## src/rtl/glasscell_pkg.sv

```systemverilog
// Shared types for the fetch unit: word type, instruction size, FSM states, queue entry.
// Latency: n/a (types only).
// Backpressure: n/a (types only).
package glasscell_pkg;

  typedef logic [31:0] word_t;

  localparam int InstructionBytes = 4;

  typedef enum logic [1:0] {
    SYNC,
    RUN,
    DRAIN
  } fetch_state_t;

  typedef struct packed {
    word_t address;
    word_t instruction;
  } fetch_entry_t;

endpackage

```

## src/rtl/fetch_queue.sv

```systemverilog
// Synchronous FIFO of fetch_entry_t; head visible combinationally, clear empties it in one cycle.
// Latency: a pushed entry is visible at the head the cycle after the push.
// Backpressure: none internally; the caller must not push when full unless popping the same cycle.
// Ports: Clock/Reset (sync, active-high); clear; push + push_entry; pop; head; count; full; empty.
module fetch_queue
  import glasscell_pkg::*;
#(
  parameter int Depth = 2
) (
  input  logic                   Clock,
  input  logic                   Reset,
  input  logic                   clear,
  input  logic                   push,
  input  fetch_entry_t           push_entry,
  input  logic                   pop,
  output fetch_entry_t           head,
  output logic [$clog2(Depth):0] count,
  output logic                   full,
  output logic                   empty
);

  localparam int PtrW = $clog2(Depth);
  localparam int CntW = PtrW + 1;

  fetch_entry_t    mem [Depth];
  logic [PtrW-1:0] rd_ptr;
  logic [PtrW-1:0] wr_ptr;

  always_ff @(posedge Clock) begin
    if (Reset || clear) begin
      rd_ptr <= '0;
      wr_ptr <= '0;
      count  <= '0;
    end else begin
      if (push) wr_ptr <= wr_ptr + PtrW'(1);
      if (pop)  rd_ptr <= rd_ptr + PtrW'(1);
      count <= count + CntW'(push) - CntW'(pop);
    end
  end

  // Storage needs no reset: the head is only consumed while count is non-zero.
  always_ff @(posedge Clock) begin
    if (push && !clear) mem[wr_ptr] <= push_entry;
  end

  assign head  = mem[rd_ptr];
  assign full  = (count == CntW'(Depth));
  assign empty = (count == '0);

endmodule

```

## src/rtl/fetch_unit.sv

```systemverilog
// Instruction fetch: reads r15, issues word reads to memory, queues returned words for decode.
// Latency: first instruction valid 1 cycle (SYNC) + 1 cycle (request) + memory latency after reset/redirect.
// Backpressure: requests only issue while a queue slot is free counting in-flight reads; memory responses are never stalled.
// Ports: Clock, Reset (sync, active-high); InstructionPointerIn, Flush, AdvanceOut to/from register bank;
//        MemRequest{Valid,Ready,Address}, MemResponse{Valid,Data} to memory;
//        Instruction{Valid,Ready,Out,AddressOut} to decode.
// Optional: FETCH_ALIGN_CHECK_EN adds FetchFault (sticky misaligned r15, cleared by Flush/Reset).
module fetch_unit
  import glasscell_pkg::*;
#(
  parameter int QueueDepth     = 2,
  parameter int MaxOutstanding = 2
) (
  input  logic        Clock,
  input  logic        Reset,
  input  logic [31:0] InstructionPointerIn,
  input  logic        Flush,
  output logic        AdvanceOut,
`ifdef FETCH_ALIGN_CHECK_EN
  output logic        FetchFault,
`endif
  output logic        MemRequestValid,
  input  logic        MemRequestReady,
  output logic [31:0] MemRequestAddress,
  input  logic        MemResponseValid,
  input  logic [31:0] MemResponseData,
  output logic        InstructionValid,
  input  logic        InstructionReady,
  output logic [31:0] InstructionOut,
  output logic [31:0] InstructionAddressOut
);

  // Wide enough for in-flight + discarded responses plus one request in the flush cycle.
  localparam int CntW  = $clog2(MaxOutstanding + 2) + 1;
  localparam int QCntW = $clog2(QueueDepth) + 1;

  fetch_state_t    state, state_next;
  word_t           fetch_address;
  word_t           resp_address;   // address the next kept response belongs to
  logic [CntW-1:0] outstanding;
  logic [CntW-1:0] discard;
  logic [CntW-1:0] owed;
  logic [QCntW-1:0] q_count;
  logic            q_full, q_empty, q_push, q_pop;
  logic            req_fire, resp_live, fault;
  fetch_entry_t    q_head, q_entry;

`ifdef FETCH_ALIGN_CHECK_EN
  logic fetch_fault;

  always_ff @(posedge Clock) begin
    if (Reset || Flush) begin
      fetch_fault <= 1'b0;
    end else if (state == SYNC && InstructionPointerIn[1:0] != 2'b00) begin
      fetch_fault <= 1'b1;
    end
  end

  assign fault      = fetch_fault;
  assign FetchFault = fetch_fault;
`else
  assign fault = 1'b0;
`endif

  // A slot already promised to an in-flight read counts as occupied.
  always_comb begin
    MemRequestValid = 1'b0;
    if (state == RUN && !fault &&
        (32'(outstanding) + 32'(q_count) < 32'(QueueDepth)) &&
        (32'(outstanding) < 32'(MaxOutstanding))) begin
      MemRequestValid = 1'b1;
    end
  end

  assign req_fire  = MemRequestValid && MemRequestReady;
  assign resp_live = MemResponseValid && (discard == '0);

  assign q_pop   = InstructionValid && InstructionReady && !Flush;
  assign q_push  = resp_live && !Flush && (!q_full || q_pop);
  assign q_entry = '{address: resp_address, instruction: MemResponseData};

  // Every response still to come after this cycle; all of it is stale once Flush hits,
  // including a request that happens to be accepted in the flush cycle itself.
  assign owed = outstanding + discard + CntW'(req_fire) - CntW'(MemResponseValid);

  always_comb begin
    state_next = state;
    case (state)
      SYNC:    state_next = RUN;
      RUN:     state_next = RUN;
      DRAIN: begin
        if (discard == '0 || (discard == CntW'(1) && MemResponseValid)) state_next = SYNC;
      end
      default: state_next = SYNC;
    endcase
    if (Flush) state_next = (owed != '0) ? DRAIN : SYNC;
  end

  always_ff @(posedge Clock) begin
    if (Reset) begin
      state         <= SYNC;
      fetch_address <= '0;
      resp_address  <= '0;
      outstanding   <= '0;
      discard       <= '0;
    end else begin
      state <= state_next;

      if (state == SYNC) begin
        fetch_address <= InstructionPointerIn & ~32'h3;
        resp_address  <= InstructionPointerIn & ~32'h3;
      end else begin
        if (req_fire)  fetch_address <= fetch_address + 32'(InstructionBytes);
        if (resp_live) resp_address  <= resp_address + 32'(InstructionBytes);
      end

      if (Flush) begin
        outstanding <= '0;
        discard     <= owed;
      end else begin
        outstanding <= outstanding + CntW'(req_fire) - CntW'(resp_live);
        if (MemResponseValid && discard != '0) discard <= discard - CntW'(1);
      end
    end
  end

  fetch_queue #(
    .Depth (QueueDepth)
  ) u_queue (
    .Clock      (Clock),
    .Reset      (Reset),
    .clear      (Flush),
    .push       (q_push),
    .push_entry (q_entry),
    .pop        (q_pop),
    .head       (q_head),
    .count      (q_count),
    .full       (q_full),
    .empty      (q_empty)
  );

  assign MemRequestAddress     = fetch_address;
  assign InstructionValid      = !q_empty;
  assign InstructionOut        = q_empty ? 32'h0 : q_head.instruction;
  assign InstructionAddressOut = q_empty ? 32'h0 : q_head.address;
  assign AdvanceOut            = q_pop;

endmodule

```

## config.mk

```make
export PLATFORM = sky130hd
export DESIGN_NAME = fetch_unit
export DESIGN_NICKNAME = d
export VERILOG_FILES = /design/src/rtl/glasscell_pkg.sv /design/src/rtl/fetch_queue.sv /design/src/rtl/fetch_unit.sv
export SDC_FILE = /design/constraint.sdc
export NUM_CORES = 1
export LEC_CHECK = 0
export CORE_MARGIN = 4
export CORE_UTILIZATION = 49
export DETAILED_ROUTE_END_ITERATION = 8
export GPL_TIMING_DRIVEN = 0
export HOLD_SLACK_MARGIN = 0.03
export PLACE_DENSITY_LB_ADDON = 0.3
export REMOVE_ABC_BUFFERS = 1
export SETUP_SLACK_MARGIN = 0.1
export SLEW_MARGIN = 20
export SYNTH_ARGS = -nofsm -noshare
export SYNTH_HDL_FRONTEND = slang
export SYNTH_SLANG_ARGS = --single-unit
```

## constraint.sdc

```tcl
create_clock -name Clock -period 14 [get_ports Clock]
set_input_delay 3.5 -clock Clock [delete_from_list [all_inputs] [get_ports Clock]]
set_output_delay 3.5 -clock Clock [all_outputs]
set_load 0.02 [all_outputs]
```

**Yosys cells after proc, flatten, opt, wreduce, memory -nomap -nowiden**

Memories as Yosys holds them, arrays and structs flattened. A register that Yosys moved wholly into a read port is not among the register bits.
Index checks and enable logic that the tools add are counted.

- Input port bits: 70
- Memory bits (writable): 128
- Bits in latches: 0
- Memory bits (read-only): 0
- Logic and storage cells: 76
- Output and inout bits: 99
- Memories kept: 1
- Register bits after elaboration: 76

- $mul: 0
- Add/sub/neg operators: 13
- Multiplexer cells: 17
- Shift-type cells: 0
- Bitwise gates (word level): 0
- Div/mod/pow operators: 0
- Reduce and logical (&&, ||, !) cells: 28
- Equality and inequality tests: 5
- Order comparisons: 2

Memory list:

| memory | depth | bits a word | read ports | clocked after memory_dff | write ports | RTL line | text |
|---|---|---|---|---|---|---|---|
| u_queue.mem | 2 | 64 | 1 | 1 | 1 | fetch_queue.sv:25 | `fetch_entry_t mem [Depth];` |

Operators by type and width:

| cell | count |
|---|---|
| two-way mux 32 bit | 6 |
| adder 32 x 3 -> 32 bit (second input constant) | 2 |
| logical AND 1 bit | 11 |
| adder 3 x 1 -> 3 bit | 2 |
| two-way mux 2 bit | 3 |
| two-way mux 3 bit | 2 |
| nonzero test 2 bit | 3 |
| nonzero test 3 bit | 2 |
| OR reduction 2 bit | 3 |
| subtractor 3 x 1 -> 3 bit | 2 |
| two-way mux 1 bit | 5 |
| adder 3 x 2 -> 4 bit | 1 |
| equality test 2 bit (second input constant) | 2 |
| logical NOT 2 bit | 2 |
| < comparator 4 x 2 -> 1 bit (second input constant) | 1 |
| one-hot mux 2 bit (2 select lines) | 1 |
| adder 3 bit | 1 |
| equality test 3 x 1 -> 1 bit (second input constant) | 1 |
| logical NOT 1 bit | 3 |
| logical NOT 3 bit | 1 |
| logical OR 1 bit | 3 |
| < comparator 3 x 2 -> 1 bit (second input constant) | 1 |
| != test 3 bit (second input constant) | 1 |
| subtractor 3 x 1 -> 3 bit (second input constant) | 1 |
| other kinds (4) | 5 |

**Logic depth before layout (Yosys ltp)**

- Depth in word-level cells: 11
- Mapped depth: 12
- Mapped depth without buffers: 12

**Hierarchy**

From an unflattened synthesis, not the netlist that was laid out.

- Cell total of the unflattened synthesis: 738
- Area total of the unflattened synthesis: 9,396.5 um^2

By module, submodules not included:

| module | instances | area each (um^2) | cells an instance |
|---|---|---|---|
| fetch_queue | 1 | 5,147.4 | 220 |
| fetch_unit | 1 | 4,249.1 | 518 |

**Least setup slack after synthesis**

OpenSTA, ideal clock, no wires.

- Kind: in2out
- Start: in Flush
- End: out AdvanceOut
- Arrival time: 3.998 ns
- Slack: 6.502 ns
- Stages on the path: 2
- Buffers on the path: 1
- Required time: 10.500 ns
- Cell sequence: clkbuf_1 -> nor2_1

- Cells in the longest elaborated chain, start to end: 2

Ends and longest elaborated chain:

| what | RTL line | text |
|---|---|---|
| start, declared | fetch_unit.sv:17 | `input logic Flush,` |
| logical NOT 1 bit | fetch_unit.sv:78 | `assign q_pop = InstructionValid && InstructionReady && !Flush;` |
| logical AND 1 bit | fetch_unit.sv:78 |  |
| end, declared | fetch_unit.sv:18 | `output logic AdvanceOut,` |

No other way between the ends.

**Worst setup path after layout**

Ends and elaborated chain as after synthesis.

==> reports/metrics.csv <==
metric,value,unit
critPathCaptureType,primary output,
syn_area,8740,µm²
drive_above_1_share,0.0556,
ir_worst_vdd,0.0877,mV
ant_nets,0,
die_w,142,µm
numClockSinks,197,
timing.rr.start,u_queue.count[0]$_SDFF_PP0_,
worstRegToRegCells,12,
yosys.area_share.adder,0.0278,
cts_buffer_depth,2,
min_to,u_queue.mem[0][63]$_DFFE_PP_,
clock-root-buffer,clkbuf_16,
worstMarginPinSlew,0.687,ns
portBuffers,162,
holdWs,0.474,ns
r2r_slack,10.76,ns
synth-simple-area-share,0.138,
antenna_found_initial,0,
min_path_cells,0,
yosys_warnings,0,
clk_latency,0.42,ns
postCtsHoldBufs,0,
grt_pass1_wl,31800,µm
cp.required,10.50,ns
synth_xor_xnor_area_share,0.0501,
first_global_vias,6257,
ctsResizeCount,0,
track_usage,0.200,
status,"finished, final reports clean",
synth-async-reset-ratio,0,
fin_crit,8.40,ns
synth_mux_area_frac,0.0733,
yosys.area.top_type,edfxtp_1,
synth_compound_area_frac,0.0842,
cp_cell_sequence,"clkdlybuf4s50_1, nor2_1, clkdlybuf4s50_1",
grt-ovfl-total,0,
post_drt_wl_per_cell,17.5,µm
die_area,20000,µm²
drt_iter0_drc,359,
htreeDepth,4,
final_cell_mix,"clkdlybuf4s50_1 (161), edfxtp_1 (124), nor2_1 (81)",
io_pins,169,
ys_ff_latch,197,
cpMaxStageDelayCell,clkdlybuf4s50_1,
dp_hpwl,13900,µm
cp_common_cell,clkdlybuf4s50_1,
cts_buffers,17,
p_per_area,136,nW/µm²
post-route-period-util,0.600,
worst_slack,5.60,ns
setup_viol_count_final,0,
antennaDiodeCount,0,
final_common_cell,clkdlybuf4s50_1,
nets,974,
critPathMaxStageDelay,0.63,ns
detailedPlace.worstSlack,5.58,ns
power.leakage,0.00369,µW
max-slew-margin-rel,0.542,
finClkSkew,0.00965,ns
path_clk_slew,0.06,ns
synth-seq-area-share,0.593,
crit_fanout,8,
max_freq,119,MHz
core_area,17400,µm²
fin_tns_setup,0,ns
gp_congestion,0.818,
synth_area_leaders,"edfxtp_1 (43%), dfxtp_1 (17%), mux2i_1 (7.3%)",
synth.distinct_cells,53,
viasPerCell,5.49,
hold_violations,0,
via_count,6180,
maxCapViolCount,0,
grt_max_degree,72,
rsz0062_at_grt,no,
start_util,0.502,
hold_class,register to register,
start_kind,primary input,
synthCells,737,
hp-start,resp_address[31]$_SDFFE_PP0P_,
cts_tree,yes,
syn_to_final_growth,28.8,%
synth-edff-count,124,
crit_arrival,4.90,ns
drt-total-wl,19700,µm
yosys.area.top_type_share,0.426,
final_max_slew_viol_count,0,
drt_first_pass_iters,5,
syn_area_per_cell,11.9,µm²
reg2reg_to,state[1]$_SDFFE_PP0P_,
postCtsSetupBuffers,0,
drc,0,
synth_ff_type,edfxtp_1,
rows,48,
dieHeight,142,µm
synth_top_family_by_area,simple AND/OR/NAND/NOR gates,
crit_type,primary input to primary output,
-- worst max path at each step --
| stage | from | to |
|---|---|---|
| floorplan | InstructionReady | AdvanceOut |
| detailed placement | Flush | AdvanceOut |
| CTS | Flush | AdvanceOut |
| finish | Flush | AdvanceOut |
| global route | Flush | AdvanceOut |
| global placement | MemResponseValid | u_queue.mem[0][27]$_DFFE_PP_ |
-- sequential cells by signal, summed over array words and instances, names as in the netlist, named ones only --
signal             flops
outstanding            3
resp_address          30
u_queue.wr_ptr         1
u_queue.mem          124
MemRequestAddress     30
discard                3
u_queue.rd_ptr         1
state                  2
u_queue.count          2
-- synth_stat cells, types with 3 or more instances --
cell type and instances:
or3_1 9, nand2b_1 3, or4_1 10, nor4_1 8
nand3_1 20, nand2_1 24, a211oi_1 4, xor2_1 20
fa_1 4, xnor2_1 30, o21ai_0 9, clkbuf_1 30
mux2i_1 64, a31oi_1 16, o31ai_1 8, a21oi_1 46
dfxtp_1 73, nor2_1 82, edfxtp_1 124, o21bai_1 29
buf_4 4, and4_1 9, and2_1 11, nor3_1 13
ha_1 13, nand4_1 19, inv_1 20, or2_2 4
-- worst max-delay path, delay by kind of cell --
family | cells | cell delay, ns
buf+inv | 2 | 1.17
simple gates | 1 | 0.22
-- per-stage QoR --
stage,std cells,utilization,total power (µW),cell area (µm²)
after floorplan,699,-,900,8540
after global placement,1086,0.600,1020,10400
after detailed placement,1093,0.611,1030,10600
after CTS,1125,0.646,1540,11300
after global routing,1125,0.646,1590,11300
final,1125,0.646,1530,11300
-- metal layers --
metal | wire, µm | GRT usage
met5 | 0 | 0
met4 | 454 | 0.0717
met3 | 1330 | 0.0418
met2 | 9600 | 0.347
met1 | 8300 | 0.247
-- area by class of cell --
type                       instances  area, µm²
clock buffer                      22        475
clock inverter                    10        146
fill                            1373       6160
inverter                          20       75.1
multi-input combinational        482       3300
sequential                       197       5190
tap                              225        282
timing repair buffer             169       1790
-- power breakdown --
part / leakage, µW / switching, µW / internal, µW
Combinational: 0.00164 / 151 / 129
Clock: 0.000306 / 208 / 299
Sequential: 0.00174 / 55.7 / 682
Total: 0.00369 / 415 / 1110
-- cell families after synthesis --
| kind of cell | Yosys count |
|---|---|
| AO/OA/AOI/OAI | 118 |
| buffers and inverters | 61 |
| flip-flops | 197 |
| XOR/XNOR | 50 |
| AND/OR/NAND/NOR | 229 |
| other | 1 |
| adder cells (fa/ha/maj) | 17 |
| multiplexers | 64 |
No activity file was read; power rests on OpenSTA's default activity.
